[src/rtl/serial_add_pkg.sv]
// ============================================================================
// Module   : serial_add_pkg
// Purpose  : Shared types and helpers for the bit-serial adder controller.
// Revision : 1.0
// ============================================================================
`default_nettype none

package serial_add_pkg;

  typedef enum logic [1:0] {
    IDLE = 2'd0,
    RUN  = 2'd1,
    DONE = 2'd2
  } state_t;

  // Counter must reach WIDTH-1; one spare bit keeps WIDTH=1 at a legal 1-bit width.
  function automatic int cnt_width(input int w);
    return $clog2(w) + 1;
  endfunction

endpackage

`default_nettype wire

[src/rtl/fa_cell.sv]
// ============================================================================
// Module   : fa_cell
// Purpose  : Purely combinational 1-bit full adder cell.
// Revision : 1.0
// ============================================================================
`default_nettype none

module fa_cell (
  input  logic x,
  input  logic y,
  input  logic ci,
  output logic s,
  output logic co
);

  assign s  = x ^ y ^ ci;
  assign co = (x & y) | (x & ci) | (y & ci);

endmodule

`default_nettype wire

[src/rtl/serial_add_ctrl.sv]
// ============================================================================
// Module   : serial_add_ctrl
// Purpose  : Sequences one fa_cell over WIDTH cycles (LSB first) between two
//            valid/ready handshakes. Optional SERIAL_ADD_OVF_EN adds port ovf.
// Revision : 1.0
// ============================================================================
`default_nettype none

module serial_add_ctrl
  import serial_add_pkg::*;
#(
  parameter int WIDTH = 8
) (
  input  logic             clk,
  input  logic             rst,
  input  logic             in_valid,
  output logic             in_ready,
  input  logic [WIDTH-1:0] a,
  input  logic [WIDTH-1:0] b,
  input  logic             c_in,
  output logic             out_valid,
  input  logic             out_ready,
  output logic [WIDTH-1:0] sigma,
  output logic             c_out
`ifdef SERIAL_ADD_OVF_EN
  ,
  output logic             ovf
`endif
);

  localparam int             CNT_W  = cnt_width(WIDTH);
  localparam logic [CNT_W-1:0] c_last = CNT_W'(WIDTH - 1);

  state_t           r_state;
  state_t           w_state_next;
  logic [CNT_W-1:0] r_cnt;
  logic [WIDTH-1:0] r_a;
  logic [WIDTH-1:0] r_b;
  logic [WIDTH-1:0] r_res;
  logic [WIDTH-1:0] r_sigma;
  logic             r_carry;
  logic             r_cout;
  logic [WIDTH-1:0] w_res_next;
  logic             w_s;
  logic             w_co;
  logic             w_accept;
  logic             w_last;

  fa_cell u_fa (
    .x  (r_a[0]),
    .y  (r_b[0]),
    .ci (r_carry),
    .s  (w_s),
    .co (w_co)
  );

  assign w_accept = (r_state == IDLE) && in_valid;
  assign w_last   = (r_state == RUN) && (r_cnt == c_last);

  // Result enters at the MSB so it is fully aligned after WIDTH shifts.
  always_comb begin
    w_res_next            = r_res >> 1;
    w_res_next[WIDTH-1]   = w_s;
  end

  always_ff @(posedge clk) begin
    if (rst) begin
      r_state <= IDLE;
    end else begin
      r_state <= w_state_next;
    end
  end

  always_comb begin
    w_state_next = r_state;
    case (r_state)
      IDLE:    if (in_valid)  w_state_next = RUN;
      RUN:     if (w_last)    w_state_next = DONE;
      DONE:    if (out_ready) w_state_next = IDLE;
      default:                w_state_next = IDLE;
    endcase
  end

  always_comb begin
    in_ready  = (r_state == IDLE);
    out_valid = (r_state == DONE);
  end

  always_ff @(posedge clk) begin
    if (rst) begin
      r_cnt   <= '0;
      r_a     <= '0;
      r_b     <= '0;
      r_res   <= '0;
      r_carry <= 1'b0;
      r_sigma <= '0;
      r_cout  <= 1'b0;
    end else if (w_accept) begin
      r_cnt   <= '0;
      r_a     <= a;
      r_b     <= b;
      r_carry <= c_in;
    end else if (r_state == RUN) begin
      r_cnt   <= r_cnt + 1'b1;
      r_a     <= r_a >> 1;
      r_b     <= r_b >> 1;
      r_res   <= w_res_next;
      r_carry <= w_co;
      if (w_last) begin
        r_sigma <= w_res_next;
        r_cout  <= w_co;
      end
    end
  end

  assign sigma = r_sigma;
  assign c_out = r_cout;

`ifdef SERIAL_ADD_OVF_EN
  logic r_ovf;

  // On the last bit the carry register holds the carry into the MSB.
  always_ff @(posedge clk) begin
    if (rst) begin
      r_ovf <= 1'b0;
    end else if (w_last) begin
      r_ovf <= r_carry ^ w_co;
    end
  end

  assign ovf = r_ovf;
`endif

endmodule

`default_nettype wire

[config.mk]
export PLATFORM = sky130hd
export DESIGN_NAME = serial_add_ctrl
export DESIGN_NICKNAME = d
export VERILOG_FILES = /design/src/rtl/serial_add_pkg.sv /design/src/rtl/fa_cell.sv /design/src/rtl/serial_add_ctrl.sv
export SDC_FILE = /design/constraint.sdc
export NUM_CORES = 1
export LEC_CHECK = 0
export ABC_AREA = 1
export CAP_MARGIN = 20
export CORE_MARGIN = 4
export CORE_UTILIZATION = 45
export DETAILED_ROUTE_END_ITERATION = 16
export GPL_TIMING_DRIVEN = 0
export PLACE_DENSITY = 0.7
export SETUP_SLACK_MARGIN = 0.3
export SKIP_CTS_REPAIR_TIMING = 1
export SLEW_MARGIN = 40
export SYNTH_ARGS = -nofsm -noshare
export SYNTH_HDL_FRONTEND = slang
export SYNTH_HIERARCHICAL = 1
export SYNTH_SLANG_ARGS = --single-unit
[constraint.sdc]
create_clock -name clk -period 3.25 [get_ports clk]
set_input_delay 0.65 -clock clk [delete_from_list [all_inputs] [get_ports clk]]
set_output_delay 0.65 -clock clk [all_outputs]
set_load 0.02 [all_outputs]
==> results of run 1 <==
-- cells in the mapped netlist (all sizes together) --
| master | count |
|---|---|
| ha | 1 |
| dfxtp | 39 |
| nand2 | 78 |
| fa | 1 |
| nor3 | 1 |
| o21ai | 8 |
| nor2 | 58 |
| xor2 | 1 |
| inv | 22 |
| nand3 | 17 |
| clkinv | 8 |
| nor3b | 1 |
| a21oi | 12 |
| buf | 10 |
| clkbuf | 1 |
-- state kept, by name, summed over array words and instances (netlist names) --
register and count:
r_a 8, r_b 8, sigma 8, r_res 7
r_cnt 4, r_state 2, c_out 1, r_carry 1
-- cell type report --
class	count	area, um^2
Fill cell	374	1508
Inverter	30	115.1
Tap cell	48	60.06
Timing Repair Buffer	30	300.3
Sequential cell	39	780.7
Buffer	11	87.58
Clock buffer	6	82.58
Multi-Input combinational cell	178	804.5
Clock inverter	1	5.005
-- cell usage in the layout, fill, tap and decap left out, types with 2 or more instances in the layout --
cell type and instances:
a21oi_1 12, inv_1 20, dfxtp_1 39, buf_2 4
nor2_1 55, buf_6 5, nor2_4 2, clkdlybuf4s50_1 30
o21ai_0 7, nand2_1 77, nand3_1 17, clkinv_1 8
clkbuf_8 6
-- routing by layer --
metal  vias up  share of wire (%)  global-route usage [%]
met4         0                1.9                   6.889
li1        853                  -                       -
met2        32                 42                   21.63
met3         7                4.9                   3.977
met1       638                 51                   18.78
met5         -                  0                       0
-- critical path: stages, from the launching register on --
cell and delay [ns]:
dfxtp_1 0.39, nor2_4 0.23, buf_4 0.21, clkdlybuf4s50_1 0.61
-- power groups by stage --
stage / Combinational, mW / Clock (mW) / Sequential, mW
after detailed placement: 0.138 / 0 / 0.523
final: 0.137 / 0.328 / 0.512
after global routing: 0.157 / 0.354 / 0.515
after CTS: 0.139 / 0.337 / 0.512
after floorplan: 0.0946 / 0 / 0.521
after global placement: 0.138 / 0 / 0.523
-- final timing paths --
path | endpoint | slack (ns) | cells past startpoint
setup / recovery | in_ready | 0.86 | 3
hold / removal | r_res[1]$_SDFFE_PP0P_ | 0.45 | 2
setup reg to reg | sigma[2]$_SDFFE_PP0P_ | 1.91 | 6
hold reg to reg | r_res[1]$_SDFFE_PP0P_ | 0.45 | 2
-- cells by family after synthesis --
logic type | count (synthesis)
adder cells (fa/ha/maj) | 2
buffers and inverters | 41
XOR/XNOR | 1
AO/OA/AOI/OAI | 20
flip-flops | 39
AND/OR/NAND/NOR | 155
-- stage by stage --
step / instance area [um^2] / hold slack [ns]
5_1_grt: 2236 / 0.4818
6_report: 2236 / 0.4527
3_3_place_gp: 2148 / 0.4433
4_1_cts: 2236 / 0.4571
3_5_place_dp: 2148 / 0.4466
2_1_floorplan: 1788 / 0.4293
==> results by group, run 1 <==
Synthesis
  – Compound-gate portion of the synthesized area: 6.228%
  – Post-synthesis mux area share: 0%
  – Yosys warns: 6
  – Synthesized area: 1788 um^2
  – Leading post-synthesis cells by cell area: dfxtp_1 44%, nand2_1 16%, nor2_1 12%
  – Xor and xnor area share after synthesis: 0.4899%
  – Seq/Total Area, Yosys: 43.67%
  – Synthesized Nets: 281
  – Post-synthesis adder-cell area fraction: 1.819%
  – Post-synth top area share: 43.67%
  – Synth Area in Simple Gates: 36.46%
  – Gate count after technology mapping: 258
  – Largest family of logic cells by synthesized area: simple AND/OR/NAND/NOR gates
  – Largest area contributor in the netlist: dfxtp_1
  – Mapped Avg Cell Area: 6.930 um^2
  – Yosys cell types: 23
  – Yosys reg bits: 39

Clocking
  – CTS buffer count: 5
  – CTS max path bufs: 2
  – CTS root buffer: clkbuf_8
  – TritonCTS clock tree: done
  – Worst skew pair latency: 0.29 ns
  – Reg clk slew, reported paths: 0.08 ns
  – Clock sink count: 39
  – H-Tree Depth: 2

Hold path
  – Min-delay src: r_res[1]$_SDFFE_PP0P_
  – Hold Path Class: reg2reg

Setup path
  – Worst reg2reg path startpoint: r_cnt[0]$_SDFFE_PP0N_
  – Worst EP required: 2.60 ns
  – CP Class: reg2out
  – Crit path DAT: 1.74 ns
  – Worst Setup SP: r_state[1]$_SDFFE_PP0P_
  – CP Launch Type: register
  – Crit. End Element: primary output
  – Crit path max fanout: 10

Placement
  – GP Congestion: 0.7764
  – Number of port buffers: 30
  – Cells after DPL: 336
  – DP Wirelength: 2410 um
  – Post-place setup slack: 1.176 ns

Finish
  – Share of cells above drive strength 1: 8.475%
  – Finished Core Util: 59.73%
  – # nets final: 318
  – Layout area overhead: 25.05%
  – Antenna cells: 0
  – Final Instance Count excl. Fillers: 343

STA
  – Final slew viol count: 0
  – Rel. slew slack: 70.70%
  – Final setup TNS: 0 ns
  – Peak Freq: 417.8 MHz
  – Tmin final: 2.393 ns
  – Clk_skew: 0.008178 ns
  – Final worst slack: 0.8568 ns
  – RSZ-0062 raised after global routing: false
  – Final setup vio count: 0
  – Period utilization: 73.64%
  – Fin. Hold Viols: 0
  – Worst slew pin tran: 0.4395 ns

Global route
  – Overall routing resource usage: 14.31%
  – Antenna violations before repair: 0
  – First-pass GRT wire length: 5789 um
  – Total global routing overflow: 0
  – Pin count of the biggest net entering global routing: 12
  – Vias in the first global route: 1339

Power and ir drop
  – Clock share of power: 33.6%
  – Seq pwr share: 52.4%
  – Total Power: 0.9777 mW
  – Switching share of power: 25.28%
  – Combinational Power Share: 14.0%
  – Cell internal pwr: 0.7305 mW
  – Peak VDD IR: 0.0003018 V
  – Total net switching power: 0.2472 mW
  – Lkg Pwr: 1.023 nW
  – Power per Cell Area: 437.3 nW/um^2

Route
  – DRC violation count after routing: 0
  – 1st-pass router iterations: 4
  – DR vias: 1530
  – Final wirelength: 3337 um
  – WL/cell: 9.729 um
  – Via density: 4.461
  – Detailed Route Iter0 Violations: 85
  – Post-route ant nets: 0

Floorplanning
  – I/O pin cnt: 32
  – Core ar.: 3744 um^2
  – Die height: 71.04 um
  – Placement Rows: 22
  – Initial core utilization: 47.76%
  – Die Wd: 71.04 um
  – DIE AREA: 5046 um^2

Status
  – Status: finished, final reports clean

Run
  – Max cap viols: 0
(Power assumes the default switching activity.)
==> inputs of run 2 (changes only) <==
PLACE_DENSITY = 0.73   (was 0.7)
clock period = 2 ns   (was 3.25 ns; I/O delays follow)
==> run 2 against run 1 <==
Register-to-register slack got worse by 1.3 ns. Global-route usage up 0.95 points. Sequential share of layout area down 0.43 points. Final area increased by 1.4%. Clock power rose by 100%. Clock skew down 0.0025 ns.
==> results by group, run 2 (synthesis gave the netlist of run 1 again) <==
Status
  – Status: finished, final reports clean

Global route
  – Total global routing overflow: 0 (unchanged)
  – GRT met2 Usage: 24.00% (+2.4 points)
  – First-pass GRT wire length: 6189 um (+6.9%)
  – Pin count of the biggest net entering global routing: 14 (+2)
  – GRT met3 Usage: 4.972% (+0.99 points)
  – Met1 Usage GRT: 19.77% (+0.99 points)
  – Vias in the first global route: 1405 (+4.9%)
  – GRT Max-Usage Layer: met2
  – Antenna violations before repair: 0 (unchanged)
  – Overall routing resource usage: 15.26% (+0.95 points)

Placement
  – Number of port buffers: 30 (unchanged)
  – DP Area: 2148 um^2 (unchanged)
  – GP Congestion: 0.7909 (+1.9%)
  – DP Wirelength: 2530 um (+5.0%)

Finish
  – Commonest non-fill, non-tap cell in the layout: nand2_1
  – Share of cells above drive strength 1: 9.122% (+0.65 points)
  – Layout area overhead: 26.80%
  – Design area: 2267 um^2 (+1.4%)
  – # nets final: 318 (unchanged)
  – Antenna cells: 0 (unchanged)
  – FILL cells: 384 (+2.7%)
  – Commonest cells after routing, fill and taps aside: 77 x nand2_1, 55 x nor2_1, 38 x dfxtp_1, 28 x clkdlybuf4s50_1, 20 x inv_1

Run
  – Max cap viols: 0 (unchanged)

Hold path
  – Hold Path Class: reg2reg
  – Min-delay src: r_res[7]$_SDFFE_PP0P_

STA
  – Peak Freq: 565.7 MHz
  – Final slew viol count: 0 (unchanged)
  – Worst slew pin tran: 0.4581 ns (+0.01859 ns)
  – Fin. Hold Viols: 0 (unchanged)
  – Period utilization: 88.38%
  – Clk_skew: 0.005634 ns (-0.002544 ns)
  – Rel. slew slack: 69.46% (-1.2 points)
  – Hold Slack: 0.4663 ns (+0.01363 ns)
  – Final setup vio count: 0 (unchanged)
  – Tmin final: 1.768 ns
  – RSZ-0062 raised after global routing: true

Power and ir drop
  – Power per Cell Area: 756.2 nW/um^2 (+73%)
  – Total Power: 1.714 mW (+75%)
  – Seq pwr share: 48.5% (-3.9 points)
  – Lkg Pwr: 1.058 nW (+3.4%)
  – Combinational Power Share: 13.2% (-0.8 points)
  – Clock share of power: 38.2% (+4.6 points)
  – Peak VDD IR: 0.0006187 V (+110%)
  – Switching share of power: 24.88% (-0.40 points)
  – Total net switching power: 0.4265 mW (+73%)
  – Cell internal pwr: 1.288 mW (+76%)

Setup path
  – CP Cell Sequence: buf_6 -> nor2_4 -> buf_4 -> dlymetal6s2s_1
  – Worst Setup SP: r_state[0]$_SDFFE_PP0P_
  – CP Launch Type: register
  – Slowest stage delay, CP: 0.31 ns (-0.30 ns)
  – Critical-path top delay cell: dfxtp_1
  – Worst EP required: 1.60 ns (-1.00 ns)
  – Crit path max fanout: 10 (unchanged)
  – Crit path DAT: 1.37 ns (-0.37 ns)
  – CP Class: reg2out
  – Worst reg2reg path startpoint: r_cnt[0]$_SDFFE_PP0N_
  – Crit. End Element: primary output

Clocking
  – H-Tree Depth: 2 (unchanged)
  – TritonCTS clock tree: done
  – CTS buffer count: 5 (unchanged)
  – Reg clk slew, reported paths: 0.08 ns (about the same)
  – CTS max path bufs: 2 (unchanged)
  – Worst skew pair latency: 0.29 ns (about the same)
  – CTS root buffer: clkbuf_8
  – Clock sink count: 39 (unchanged)

Route
  – 1st-pass router iterations: 4 (unchanged)
  – DR vias: 1551 (+1.4%)
  – Detailed Route Iter0 Violations: 71 (-16%)
  – WL/cell: 10.12 um (+4.0%)
  – Post-route ant nets: 0 (unchanged)
  – DRC violation count after routing: 0 (unchanged)
  – Final wirelength: 3481 um (+4.3%)
  – Via density: 4.509 (+1.1%)

Floorplanning
  – DIE AREA: 5046 um^2 (unchanged)
  – Initial core utilization: 47.76% (unchanged)
  – I/O pin cnt: 32 (unchanged)
  – Die Wd: 71.04 um (unchanged)
  – Placement Rows: 22 (unchanged)
  – Core ar.: 3744 um^2 (unchanged)
  – Die height: 71.04 um (unchanged)
-- run 2: changes by cell type in the layout (fill, tap and decap cells not counted), sizes merged --
cell           delta
clkbuf            -1
bufinv            +1
dlymetal6s2s      +2
clkinv            +1
clkdlybuf4s50     -2
-- run 2: path summary, 6_finish.rpt --
check | cells past startpoint | endpoint | slack (ns)
hold reg to reg | 2 | r_res[7]$_SDFFE_PP0P_ | 0.47
setup / recovery | 4 | in_ready | 0.23
hold / removal | 2 | r_res[7]$_SDFFE_PP0P_ | 0.47
setup reg to reg | 6 | r_state[1]$_SDFFE_PP0P_ | 0.64
-- run 2: layout make-up --
type / count / area, um^2 / area share, %
repair buffers: 30 / 305.3 / 13.47
well taps: 48 / 60.06 / 2.649
clock inverters: 3 / 43.79 / 1.932
inverters: 30 / 115.1 / 5.077
multi-input cells: 178 / 804.5 / 35.49
plain buffers: 11 / 87.58 / 3.863
clock buffers: 5 / 68.82 / 3.035
flip-flops and latches: 39 / 782.0 / 34.49
-- run 2: worst max-delay path, delay by kind of cell, from the launching register on --
kind / cells / cell delay, ns
simple gates: 1 / 0.17
buf+inv: 3 / 0.59
flops: 1 / 0.31
-- run 2: stage by stage --
stage	instances	setup TNS [ns]	utilization, %	setup slack [ns]
floorplan	258	0	-	0.7654
global placement	336	0	57.39	0.1583
detailed placement	336	0	57.39	0.1535
CTS	344	-0.1880	60.39	-0.1756
global route	344	0	60.56	0.1712
finish	344	0	60.56	0.2324
-- run 2: routing by layer --
layer | up-vias | share of wire (%)
met1 | 668 | 48
met2 | 27 | 45
met3 | 5 | 5.2
met4 | 0 | 1.4
met5 | - | 0
li1 | 851 | -
-- run 2: power by group through the flow --
stage | Combinational, mW | Sequential, mW | Clock [mW]
2_1_floorplan | 0.154 | 0.846 | 0
6_report | 0.226 | 0.832 | 0.656
3_3_place_gp | 0.225 | 0.849 | 0
3_5_place_dp | 0.228 | 0.850 | 0
4_1_cts | 0.229 | 0.832 | 0.673
5_1_grt | 0.258 | 0.838 | 0.700
